File: src/rtl/mcpu_pkg.sv
// Shared encodings for the multicycle CPU: opcodes, FSM states, datapath select codes.
// Latency: n/a (constants and pure functions only).
// Backpressure: n/a.
// Used by the control unit, its decoder, the immediate extender and the ALU.
package mcpu_pkg;

   // Opcodes, IR[31:26]
   localparam logic [5:0] OP_ADD   = 6'b000000;
   localparam logic [5:0] OP_SUB   = 6'b000001;
   localparam logic [5:0] OP_ADDI  = 6'b000010;
   localparam logic [5:0] OP_OR    = 6'b010000;
   localparam logic [5:0] OP_AND   = 6'b010001;
   localparam logic [5:0] OP_ORI   = 6'b010010;
   localparam logic [5:0] OP_SLL   = 6'b011000;
   localparam logic [5:0] OP_SLT   = 6'b100110;
   localparam logic [5:0] OP_SLTIU = 6'b100111;
   localparam logic [5:0] OP_SW    = 6'b110000;
   localparam logic [5:0] OP_LW    = 6'b110001;
   localparam logic [5:0] OP_BEQ   = 6'b110100;
   localparam logic [5:0] OP_BLTZ  = 6'b110110;
   localparam logic [5:0] OP_J     = 6'b111000;
   localparam logic [5:0] OP_JR    = 6'b111001;
   localparam logic [5:0] OP_JAL   = 6'b111010;
   localparam logic [5:0] OP_HALT  = 6'b111111;

   // The eight working states use every 3-bit code, so HALT lives in a
   // fourth bit. Only the low three bits are exported for debug.
   typedef enum logic [3:0] {
      ST_IF     = 4'b0000,
      ST_ID     = 4'b0001,
      ST_EXE_LS = 4'b0010,
      ST_MEM    = 4'b0011,
      ST_WB_LD  = 4'b0100,
      ST_EXE_BR = 4'b0101,
      ST_EXE_AL = 4'b0110,
      ST_WB_AL  = 4'b0111,
      ST_HALT   = 4'b1000
   } state_t;

   // ALU operations
   localparam logic [2:0] ALU_ADD  = 3'b000;
   localparam logic [2:0] ALU_SUB  = 3'b001;
   localparam logic [2:0] ALU_SLL  = 3'b010;
   localparam logic [2:0] ALU_OR   = 3'b011;
   localparam logic [2:0] ALU_AND  = 3'b100;
   localparam logic [2:0] ALU_SLTU = 3'b101;
   localparam logic [2:0] ALU_SLT  = 3'b110;

   // Immediate extender modes
   localparam logic [1:0] EXT_SHAMT = 2'd0;
   localparam logic [1:0] EXT_ZERO  = 2'd1;
   localparam logic [1:0] EXT_SIGN  = 2'd2;

   // Next-PC sources
   localparam logic [1:0] PC_NEXT   = 2'b00;
   localparam logic [1:0] PC_BRANCH = 2'b01;
   localparam logic [1:0] PC_REG    = 2'b10;
   localparam logic [1:0] PC_JUMP   = 2'b11;

   // Register-file write destinations
   localparam logic [1:0] DST_RA = 2'b00;
   localparam logic [1:0] DST_RT = 2'b01;
   localparam logic [1:0] DST_RD = 2'b10;

   // Instructions that go through EXE_AL / WB_AL
   function automatic logic isAlu(input logic [5:0] op);
      return op inside {OP_ADD, OP_SUB, OP_ADDI, OP_OR, OP_AND,
                        OP_ORI, OP_SLL, OP_SLT, OP_SLTIU};
   endfunction

   function automatic logic isKnown(input logic [5:0] op);
      return isAlu(op) || (op inside {OP_SW, OP_LW, OP_BEQ, OP_BLTZ,
                                      OP_J, OP_JR, OP_JAL, OP_HALT});
   endfunction

endpackage

File: src/rtl/mcu_decode.sv
// Combinational control decode: (state, opcode, ALU flags) -> every datapath control.
// Latency: 0 cycles, purely combinational.
// Backpressure: none; no handshake.
// Ports: Reset forces all controls low; state/Opcode/Zero/Sign in; PC, memory,
// IR, register-file, extender, ALU and write-back controls out.
module mcu_decode
   import mcpu_pkg::*;
#(
   parameter bit ILLEGAL_AS_HALT = 1'b0
) (
   input  logic       Reset,
   input  state_t     state,
   input  logic [5:0] Opcode,
   input  logic       Zero,
   input  logic       Sign,
   output logic       PCWre,
   output logic       InsMemRW,
   output logic       IRWre,
   output logic [1:0] ExtSel,
   output logic       ALUSrcA,
   output logic       ALUSrcB,
   output logic [2:0] ALUOp,
   output logic       mRD,
   output logic       mWR,
   output logic       DBDataSrc,
   output logic       RegWre,
   output logic       WrRegDSrc,
   output logic [1:0] RegDst,
   output logic [1:0] PCSrc
);

   // Per-instruction datapath selects. These are held constant from ID to the
   // instruction's last state so the extender/ALU/write-back path never glitches.
   logic [1:0] opExtSel;
   logic [2:0] opAluOp;
   logic       opSrcA;
   logic       opSrcB;
   logic [1:0] opRegDst;
   logic       opLoad;

   always_comb begin
      opExtSel = EXT_SIGN;
      opAluOp  = ALU_ADD;
      opSrcA   = 1'b0;
      opSrcB   = 1'b0;
      opRegDst = DST_RA;
      opLoad   = 1'b0;
      case (Opcode)
         OP_ADD:   opRegDst = DST_RD;
         OP_SUB:   begin opAluOp = ALU_SUB; opRegDst = DST_RD; end
         OP_ADDI:  begin opSrcB = 1'b1; opRegDst = DST_RT; end
         OP_OR:    begin opAluOp = ALU_OR; opRegDst = DST_RD; end
         OP_AND:   begin opAluOp = ALU_AND; opRegDst = DST_RD; end
         OP_ORI:   begin opAluOp = ALU_OR; opSrcB = 1'b1; opRegDst = DST_RT; opExtSel = EXT_ZERO; end
         OP_SLL:   begin opAluOp = ALU_SLL; opSrcA = 1'b1; opRegDst = DST_RD; opExtSel = EXT_SHAMT; end
         OP_SLT:   begin opAluOp = ALU_SLT; opRegDst = DST_RD; end
         OP_SLTIU: begin opAluOp = ALU_SLTU; opSrcB = 1'b1; opRegDst = DST_RT; opExtSel = EXT_ZERO; end
         OP_SW:    opSrcB = 1'b1;
         OP_LW:    begin opSrcB = 1'b1; opRegDst = DST_RT; opLoad = 1'b1; end
         OP_BEQ,
         OP_BLTZ:  opAluOp = ALU_SUB;   // bltz computes rs-0 and tests the sign
         default:  ;
      endcase
   end

   always_comb begin
      PCWre     = 1'b0;
      InsMemRW  = 1'b0;
      IRWre     = 1'b0;
      ExtSel    = 2'd0;
      ALUSrcA   = 1'b0;
      ALUSrcB   = 1'b0;
      ALUOp     = 3'd0;
      mRD       = 1'b0;
      mWR       = 1'b0;
      DBDataSrc = 1'b0;
      RegWre    = 1'b0;
      WrRegDSrc = 1'b0;
      RegDst    = 2'd0;
      PCSrc     = PC_NEXT;
      if (!Reset) begin
         case (state)
            ST_IF:   begin InsMemRW = 1'b1; IRWre = 1'b1; end
            ST_HALT: ;
            default: begin
               ExtSel    = opExtSel;
               ALUOp     = opAluOp;
               ALUSrcA   = opSrcA;
               ALUSrcB   = opSrcB;
               RegDst    = opRegDst;
               DBDataSrc = opLoad;
               WrRegDSrc = 1'b1;
               case (state)
                  ST_ID: begin
                     case (Opcode)
                        OP_J:    begin PCWre = 1'b1; PCSrc = PC_JUMP; end
                        OP_JAL:  begin PCWre = 1'b1; PCSrc = PC_JUMP; RegWre = 1'b1; WrRegDSrc = 1'b0; end
                        OP_JR:   begin PCWre = 1'b1; PCSrc = PC_REG; end
                        // unknown opcode retires here as a NOP unless it halts
                        default: PCWre = !isKnown(Opcode) && !ILLEGAL_AS_HALT;
                     endcase
                  end
                  ST_EXE_BR: begin
                     PCWre = 1'b1;
                     if ((Opcode == OP_BEQ && Zero) || (Opcode == OP_BLTZ && Sign))
                        PCSrc = PC_BRANCH;
                  end
                  ST_MEM: begin
                     if (Opcode == OP_LW) begin
                        mRD = 1'b1;
                     end else begin
                        mWR   = 1'b1;
                        PCWre = 1'b1;
                     end
                  end
                  ST_WB_AL: begin PCWre = 1'b1; RegWre = 1'b1; end
                  ST_WB_LD: begin PCWre = 1'b1; RegWre = 1'b1; mRD = 1'b1; end
                  default:  ;
               endcase
            end
         endcase
      end
   end

endmodule

File: src/rtl/multicycle_control_unit.sv
// Multicycle CPU sequencer: walks each instruction through IF/ID/EXE/MEM/WB.
// Latency: jumps 2 cycles, branch 3, ALU 4, sw 4, lw 5; HALT holds until Reset.
// Backpressure: none; advances every clock.
// Ports: CLK, Reset (sync, active-high), Opcode/Zero/Sign in; datapath controls
// out via mcu_decode; State is a debug view (HALT reads as 000 with InsMemRW=0).
module multicycle_control_unit
   import mcpu_pkg::*;
#(
   parameter bit ILLEGAL_AS_HALT = 1'b0
) (
   input  logic       CLK,
   input  logic       Reset,
   input  logic [5:0] Opcode,
   input  logic       Zero,
   input  logic       Sign,
   output logic       PCWre,
   output logic       InsMemRW,
   output logic       IRWre,
   output logic [1:0] ExtSel,
   output logic       ALUSrcA,
   output logic       ALUSrcB,
   output logic [2:0] ALUOp,
   output logic       mRD,
   output logic       mWR,
   output logic       DBDataSrc,
   output logic       RegWre,
   output logic       WrRegDSrc,
   output logic [1:0] RegDst,
   output logic [1:0] PCSrc,
   output logic [2:0] State
);

   state_t state;

   always_ff @(posedge CLK) begin
      if (Reset) begin
         state <= ST_IF;
      end else begin
         case (state)
            ST_IF: state <= ST_ID;
            ST_ID: begin
               if (Opcode inside {OP_J, OP_JAL, OP_JR})   state <= ST_IF;
               else if (Opcode == OP_HALT)                state <= ST_HALT;
               else if (Opcode inside {OP_BEQ, OP_BLTZ})  state <= ST_EXE_BR;
               else if (Opcode inside {OP_LW, OP_SW})     state <= ST_EXE_LS;
               else if (isAlu(Opcode))                    state <= ST_EXE_AL;
               else                                       state <= ILLEGAL_AS_HALT ? ST_HALT : ST_IF;
            end
            ST_EXE_AL: state <= ST_WB_AL;
            ST_WB_AL:  state <= ST_IF;
            ST_EXE_BR: state <= ST_IF;
            ST_EXE_LS: state <= ST_MEM;
            ST_MEM:    state <= (Opcode == OP_LW) ? ST_WB_LD : ST_IF;
            ST_WB_LD:  state <= ST_IF;
            ST_HALT:   state <= ST_HALT;
            default:   state <= ST_IF;
         endcase
      end
   end

   assign State = Reset ? 3'b000 : state[2:0];

   mcu_decode #(
      .ILLEGAL_AS_HALT(ILLEGAL_AS_HALT)
   ) u_decode (
      .Reset     (Reset),
      .state     (state),
      .Opcode    (Opcode),
      .Zero      (Zero),
      .Sign      (Sign),
      .PCWre     (PCWre),
      .InsMemRW  (InsMemRW),
      .IRWre     (IRWre),
      .ExtSel    (ExtSel),
      .ALUSrcA   (ALUSrcA),
      .ALUSrcB   (ALUSrcB),
      .ALUOp     (ALUOp),
      .mRD       (mRD),
      .mWR       (mWR),
      .DBDataSrc (DBDataSrc),
      .RegWre    (RegWre),
      .WrRegDSrc (WrRegDSrc),
      .RegDst    (RegDst),
      .PCSrc     (PCSrc)
   );

endmodule

File: config.mk
export PLATFORM = sky130hd
export DESIGN_NAME = multicycle_control_unit
export DESIGN_NICKNAME = d
export VERILOG_FILES = /design/src/rtl/mcpu_pkg.sv /design/src/rtl/mcu_decode.sv /design/src/rtl/multicycle_control_unit.sv
export SDC_FILE = /design/constraint.sdc
export NUM_CORES = 1
export LEC_CHECK = 0
export ABC_AREA = 1
export CAP_MARGIN = 20
export CORE_MARGIN = 2
export CORE_UTILIZATION = 43
export CTS_BUF_LIST = sky130_fd_sc_hd__clkbuf_8
export DETAILED_ROUTE_END_ITERATION = 8
export PLACE_DENSITY_LB_ADDON = 0.1
export SLEW_MARGIN = 25
export SYNTH_ARGS = -nofsm -noshare
export SYNTH_HDL_FRONTEND = slang
export SYNTH_SLANG_ARGS = --single-unit
File: constraint.sdc
create_clock -name CLK -period 3.4 [get_ports CLK]
set_clock_uncertainty 0.15 [all_clocks]
set_input_delay 0.68 -clock CLK [delete_from_list [all_inputs] [get_ports CLK]]
set_output_delay 0.68 -clock CLK [all_outputs]
set_load 0.02 [all_outputs]
==> results of run 1 <==
final cells by class:
type	instances	area (sq um)
clock buffers	3	41.29
fillers	96	203.9
inverters	16	60.06
multi-input cells	94	473.0
flip-flops and latches	4	80.08
well taps	15	18.77
repair buffers	47	440.4
cell usage in the layout (no fill, tap or decap), types with 2 or more instances in the layout:
cell type         n
nand2_1          22
clkbuf_8          3
dfxtp_1           4
nand3_1          13
nor3_2            2
clkdlybuf4s50_1  15
nor2_2            6
dlygate4sd2_1     8
nor2_1           25
nor3_1            3
a31oi_1           5
dlymetal6s2s_1    8
a21oi_1           6
buf_4            16
inv_1            15
nand2_2           2
a21oi_2           2
layer usage:
| layer | track usage [%] | part of all wire [%] | wire length (um) |
|---|---|---|---|
| met3 | 6.522 | 7.9 | 178 |
| met4 | 13.55 | 2.5 | 56 |
| met2 | 45.00 | 48 | 1065 |
| met5 | 0 | 0 | 0 |
| met1 | 29.79 | 42 | 938 |
kinds of logic after synthesis:
kind of cell / count (synthesis)
simple gates: 76
buf+inv: 19
compound gates: 18
flops: 4
stage by stage:
stage / utilization, % / hold slack [ps] / TNS, ps / power (mW)
floorplan: - / 361.5 / 0 / 0.1085
detailed placement: 79.87 / 445.5 / -335.5 / 0.1560
global placement: 79.87 / 384.3 / -58.75 / 0.1535
CTS: 83.00 / 451.8 / 0 / 0.2574
finish: 84.52 / 448.8 / 0 / 0.2575
global route: 84.52 / 469.6 / 0 / 0.2706
report_power, final:
| part | switching, mW | internal [mW] |
|---|---|---|
| clock | 0.0264 | 0.0756 |
| sequential | 0.00160 | 0.0496 |
| combinational | 0.0603 | 0.0440 |
| total | 0.0883 | 0.169 |
worst max-delay path by stage:
stage                    end  slack, ps  depth (start not counted)
floorplan           ALUOp[0]        970                          5
global placement    ALUOp[0]        -30                          8
detailed placement    RegWre       -130                          8
CTS                 ALUOp[1]         30                          8
global route           PCWre         40                         10
finish                 PCWre        100                          8
timing repair:
item                       CTS  global route
gates resized for setup     10             8
setup endpoints to repair    8             8
cloned                       0             0
hold buffers                 0             0
cells in the mapped netlist:
cell and count:
nor2_1 25, nand2_1 22, inv_1 15, nand3_1 13, nor2_2 7, a21oi_1 6, a31oi_1 5, dfxtp_1 4
nor3_1 4, a21oi_2 2, nand2_2 2, a21boi_0 1, a22o_1 1, a31o_2 1, a32oi_1 1, a41oi_1 1
buf_2 1, buf_4 1, clkbuf_1 1, inv_2 1, nand4_1 1, nor3_2 1, nor3b_1 1
worst max-delay path, stage by stage:
cell and delay [ps]:
clkdlybuf4s50_1 590, nand2_1 130, buf_4 160, nor3_1 320
nor2_1 90, nand4_1 110, a21oi_1 70, dlygate4sd2_1 320
==> out/results.ini, run 1 <==
[timing]
slew_headroom_pct = 70.20
min_period_over_period_pct = 97.00
worst_pin_slew_ps = 445.9
drv_slew = 0
finalHoldViolations = 0
setup_viol = 0
fin_ws_ps = 102.1
timing.fmax_ghz = 0.3032
period_minus_slack_ps = 3298
rsz0062_at_grt = false

[final_layout]
drive_gt1_share_pct = 20.73
largest_registers = state: 4 flops
finalInstanceArea_sq_um = 1114
stdcell_count = 179
nNetsFinal = 176
syn2layout_area_growth_pct = 79.80
regMostFlops = state
antenna_cells = 0
largest_register_ffs = 4

[cts]
cts_setup_buffers = 0
h-tree-depth = 1
cts_tree = built
clk_pin_slew_worst_paths_ps = 30
clkSinkCount = 4
clk_path_buf_depth = 2
cts_root_buf = clkbuf_8
clk_latency_ps = 220
cts_buffers = 3

[synthesis]
synthXorXnorAreaFrac_pct = 0
synthesis.area_per_instance_sq_um = 5.294
synth_area_leaders = nor2_1 15%, nand2_1 13%, dfxtp_1 13%
synth_warnings = 0
synth_cell_type_count = 23
ys_seq_area_share_pct = 12.93
ys_seq_elements = 4
synth_top_family_by_area = simple AND/OR/NAND/NOR gates
synthCells = 117
yosys.area.top_type_share_pct = 15.15
synth_top_area_cell = nor2_1
synth-compound-area-share_pct = 19.60
synthSimpleGateAreaFrac_pct = 55.15
synth_fa_ha_area_share_pct = 0
syn_area_sq_um = 619.3
synth.net_count = 127
muxShareOfSynthArea_pct = 0

[critical_path]
cp-end-kind = primary output
r2r-end = state[2]
critPathMaxFanout = 5
cp.arrival_ps = 2470
timing.rr.start = state[3]
regToRegSetupSlack_ps = 1960
worstPathRequired_ps = 2570
setup.worst_path.class = in2out
reg2reg_depth = 6
startpoint = Opcode[0]
cp-start-kind = input port

[drt]
via_per_inst = 5.441
drt-initial-drc-count = 61
vias = 974
avgRoutedWirePerCell_um = 12.51
final_antenna_net_count = 0
drcViolationCount = 0
drtPass1Iterations = 4
routed_wl_um = 2239

[global_routing]
grt_pass1_wl_um = 3663
grt_use_total_pct = 26.32
grt_overflow = 0
grt_pass1_vias = 901
grt_max_degree = 15
antenna_found_initial = 0

[power_and_ir_drop]
p_leak_nw = 0.6530
vdd_drop_max_v = 0.0003165
p_per_area_nw_per_um2 = 231.2

[die]
die_h_um = 41.95
die_area_sq_um = 1760
io_pins = 32
dieWidth_um = 41.95
start_util_pct = 47.01
core_sq_um = 1318
rows = 13

[flow_run]
maxCapViolations = 0

[worst_hold_path]
hold_class = reg2reg
whs_path_depth = 2
hp-start = state[3]
worstHoldEndpoint = state[3]

[placement]
place_inst = 176
hpwl_um = 1693
dp_slack_ps = -130.2
gp_congestion = 0.9064
dpl_cell_area_sq_um = 1052
portBuffers = 31

[outcome]
status = finished clean

No activity file was read; power rests on OpenSTA's default activity.
==> run 2: changes to the inputs <==
Settings changed: HOLD_SLACK_MARGIN set to 0.05, PLACE_DENSITY set to 0.93, PLACE_DENSITY_LB_ADDON 0.1 to unset.
==> out/results.ini, run 2 (same netlist as run 1, synthesis figures left out) <==
[worst_hold_path]
worstHoldEndpoint = state[3]
hold_class = reg2reg
hp-start = state[3]
whs_path_depth = 2

[global_routing]
grt_max_degree = 15
grt_use_total_pct = 27.74
antenna_found_initial = 0
grt_pass1_vias = 915
grt_pass1_wl_um = 3739
grt_overflow = 0

[final_layout]
nNetsFinal = 173
largest_register_ffs = 4
nFillCells = 90
antenna_cells = 0
syn2layout_area_growth_pct = 74.55
regMostFlops = state
final_cell_mix = 25 x nor2_1, 22 x nand2_1, 17 x clkdlybuf4s50_1, 15 x inv_1
drive_gt1_share_pct = 18.63
mostFrequentLayoutCell = nor2_1
largest_registers = state: 4 flops

[critical_path]
timing.rr.start = state[3]
r2r-end = state[2]
reg2reg_depth = 6
cp-start-kind = input port
worstPathRequired_ps = 2570
cp.arrival_ps = 2480
regToRegSetupSlack_ps = 1900
setup.worst_path.class = in2out
cp-end-kind = primary output
critPathMaxFanout = 3

[drt]
via_per_inst = 5.557
routed_wl_um = 2322
drcViolationCount = 0
drt-initial-drc-count = 35
final_antenna_net_count = 0
drtPass1Iterations = 5
avgRoutedWirePerCell_um = 13.19
vias = 978

[timing]
finalHoldViolations = 0
drv_slew = 0
timing.fmax_ghz = 0.3022
setup_tns_ps = 0
min_period_over_period_pct = 97.33
setup_viol = 0
period_minus_slack_ps = 3309
worst_pin_slew_ps = 478.3
fin_ws_ps = 90.80
slew_headroom_pct = 68.03

[cts]
h-tree-depth = 1
cts_buffers = 3
cts_setup_buffers = 0
cts_root_buf = clkbuf_8
clk_pin_slew_worst_paths_ps = 30
cts_tree = built
clk_path_buf_depth = 2
clkSinkCount = 4
clk_latency_ps = 230

[placement]
gp_congestion = 0.9166
hpwl_um = 1713
dp_slack_ps = -85.74
portBuffers = 31

[power_and_ir_drop]
p_per_area_nw_per_um2 = 246.0
vdd_drop_max_v = 0.0001639
p_leak_nw = 0.5994

[die]
core_sq_um = 1318
die_h_um = 41.95
dieWidth_um = 41.95
die_area_sq_um = 1760
start_util_pct = 47.01
rows = 13
io_pins = 32

[outcome]
status = finished clean

[flow_run]
maxCapViolations = 0

## run 2: changes by cell type in the layout (fill, tap and decap cells not counted), sizes merged
cell | before | now
buf | 16 | 13
dlymetal6s2s | 8 | 6
clkdlybuf4s50 | 15 | 17
## run 2: where the power goes
part           internal (mW)  leakage (nW)  switching [mW]
sequential            0.0495        0.0326         0.00227
clock                 0.0764        0.0216          0.0348
combinational         0.0425         0.545          0.0604
## run 2: routing by layer
layer	track usage [%]	vias up	share of wire (%)
met1	28.76	423	38
li1	-	478	-
met4	14.19	0	2.8
met3	6.957	13	7.5
met5	0	-	0
met2	50.63	64	52
## run 2: repair_timing
| item | 4_1_cts | 5_1_grt |
|---|---|---|
| hold buffers | 0 | 0 |
| gates resized for setup | 8 | 7 |
| endpoints found under the setup margin | 8 | 6 |
## run 2: how the worst max path moves through the flow
stage,startpoint,end,slack [ps],depth (start not counted)
final,Opcode[3],ExtSel[1],90,8
after global routing,Opcode[4],ALUOp[2],-20,6
after CTS,Opcode[1],ExtSel[0],30,8
after detailed placement,Opcode[1],ALUOp[0],-90,8
after global placement,Opcode[1],ALUOp[0],-30,8
after floorplan,Opcode[3],ALUOp[0],970,5
## run 2: through the flow
| step | total power, mW | util [%] | instance area [sq um] | hold WS, ps | instances |
|---|---|---|---|---|---|
| after floorplan | 0.1085 | - | 619.3 | 361.5 | 117 |
| after CTS | 0.2612 | 80.53 | 1061 | 428.5 | 176 |
| final | 0.2659 | 82.05 | 1081 | 444.7 | 176 |
| after detailed placement | 0.1544 | 78.16 | 1030 | 409.2 | 173 |
| after global placement | 0.1510 | 78.16 | 1030 | 386.5 | 173 |
| after global routing | 0.2761 | 82.05 | 1081 | 473.5 | 176 |
## run 2: cell type report
cell class	count	area, sq um	area share [%]
multi-input combinational	94	467.9	43.29
clock buffer	3	41.29	3.819
timing repair buffer	44	412.9	38.19
tap	15	18.77	1.736
sequential	4	80.08	7.407
inverter	16	60.06	5.556
## run 2: critical path, cell delays in order
cell and delay [ps]:
clkdlybuf4s50_1 550, inv_1 90, nand2_1 110, nor2_1 50, nand2_1 90, nand2_2 90, nor3b_1 180, clkdlybuf4s50_1 640
==> run 3: changes to the inputs <==
Settings changed: CORE_ASPECT_RATIO set to 0.6, CORE_UTILIZATION 43 to 25, PLACE_DENSITY 0.93 to 0.62.
==> out/results.ini, run 3 (same netlist as run 1, synthesis figures left out) <==
[global_routing]
grt_use_total_pct = 16.28
grt_max_degree = 15
antenna_found_initial = 0
grt_overflow = 0
grt_pass1_vias = 807
grt_pass1_wl_um = 3608

[placement]
hpwl_um = 1940
place_inst = 197
portBuffers = 31
dpl_cell_area_sq_um = 1116
gp_congestion = 0.9246

[cts]
clk_latency_ps = 220
ctsHoldBuffers = 0
clkSinkCount = 4
cts_setup_buffers = 0
cts_root_buf = clkbuf_8
clk_pin_slew_worst_paths_ps = 30
cts_tree = built
clk_path_buf_depth = 2
h-tree-depth = 1
cts_buffers = 3

[critical_path]
path_cells = clkdlybuf4s50_1 -> inv_1 -> nor2_2 -> nand3_1 -> buf_4 -> nor2_1 -> clkdlybuf4s50_1
cpPeakStageDelay_ps = 620
worstPathRequired_ps = 2570
timing.rr.start = state[3]
crit_family = buffers and inverters
regToRegSetupSlack_ps = 1970
reg2reg_depth = 6
r2r-end = state[2]
cp.arrival_ps = 2480
setup.worst_path.class = in2out
cp-end-kind = primary output
crit_slowest_cell = clkdlybuf4s50_1
cp-start-kind = input port
cp_num_buf_inv = 4
path_common_cell = clkdlybuf4s50_1
critPathMaxFanout = 5

[timing]
setup_tns_ps = 0
drv_slew = 0
worst_pin_slew_ps = 494.0
rsz0062_at_grt = true
setup_viol = 0
timing.fmax_ghz = 0.3020
finalHoldViolations = 0
slew_headroom_pct = 66.99
period_minus_slack_ps = 3312
min_period_over_period_pct = 97.40

[worst_hold_path]
hold_class = reg2reg
worstHoldEndpoint = state[3]
whs_path_depth = 2
hp-start = state[3]

[final_layout]
stdcell_count = 200
finalInstanceArea_sq_um = 1171
final_cell_mix = 25 x nor2_1, 22 x buf_4, 21 x nand2_1, 15 x inv_1, 15 x clkdlybuf4s50_1
antenna_cells = 0
syn2layout_area_growth_pct = 89.09
regMostFlops = state
utilization_pct = 51.80
mostFrequentLayoutCell = nor2_1
drive_gt1_share_pct = 23.53
largest_registers = state: 4 flops
largest_register_ffs = 4
nNetsFinal = 182

[flow_run]
maxCapViolations = 0

[drt]
drcViolationCount = 0
drtPass1Iterations = 5
final_antenna_net_count = 0
avgRoutedWirePerCell_um = 11.66
via_per_inst = 4.750
drt-initial-drc-count = 87
vias = 950
routed_wl_um = 2332

[power_and_ir_drop]
power_frac_clock_pct = 38.9
internal-power_uw = 170.4
switchingPower_uw = 87.91
comb_power_share_pct = 41.1
p_per_area_nw_per_um2 = 220.6
finalPower_uw = 258.3
seq_power_share_pct = 19.9
p_leak_nw = 0.6540
vdd_drop_max_v = 0.0001179
swShare_pct = 34.03

[die]
die_h_um = 42.56
start_util_pct = 27.39
die_area_sq_um = 2905
io_pins = 32
rows = 13
core_sq_um = 2261
dieWidth_um = 68.26

[outcome]
status = finished clean

-- run 3: cell count changes in the layout (fill, tap and decap cells not counted) --
cell and delta:
buf_4 +9, clkdlybuf4s50_1 -2, dlygate4sd2_1 +1, dlymetal6s2s_1 +1, nand2_1 -1, nand2_2 +1
-- run 3: worst min-delay path, cell delays in order, from the launching register on --
cell and delay (ps):
dfxtp_1 340, a32oi_1 90, nor2_1 70
-- run 3: worst max path at each step --
stage,depth (start not counted),from,endpoint
final,7,Opcode[4],ALUSrcA
after global routing,6,Opcode[4],ALUOp[2]
after CTS,7,Opcode[1],ALUOp[1]
after detailed placement,8,Opcode[5],RegWre
after global placement,8,Opcode[5],RegWre
after floorplan,5,Opcode[3],ALUOp[0]
-- run 3: power groups by stage --
stage               sequential [mW]  clock, mW  combinational (mW)
detailed placement           0.0520          0               0.108
floorplan                    0.0516          0              0.0568
global route                 0.0517      0.107               0.115
CTS                          0.0514      0.103               0.106
global placement             0.0520          0               0.106
finish                       0.0515      0.101               0.106
-- run 3: final cells by class --
class,count,area (sq um)
fill,228,1090
multi-input combinational,94,470.5
timing repair buffer,53,481.7
inverter,16,60.06
tap,30,37.54
clock buffer,3,41.29
sequential,4,80.08
-- run 3: per-stage QoR --
stage | hold slack (ps) | worst slack [ps]
2_1_floorplan | 361.5 | 965.7
3_3_place_gp | 375.2 | -114.3
3_5_place_dp | 390.2 | -102.1
4_1_cts | 394.5 | 11.75
5_1_grt | 411.9 | 6.764
6_report | 390.7 | 88.41
-- run 3: layer usage --
metal	global-route usage (%)	part of all wire, %	up-vias	wire length (um)
li1	-	-	491	-
met1	23.44	49	415	1141
met4	3.200	0.30	0	7
met3	4.570	8.8	2	206
met2	23.88	42	42	977
met5	0	0	-	0
-- run 3: what timing repair did --
item,CTS,global route
endpoints found under the setup margin,10,8
gates resized for setup,10,8
pin swaps,0,0
gates cloned,0,0
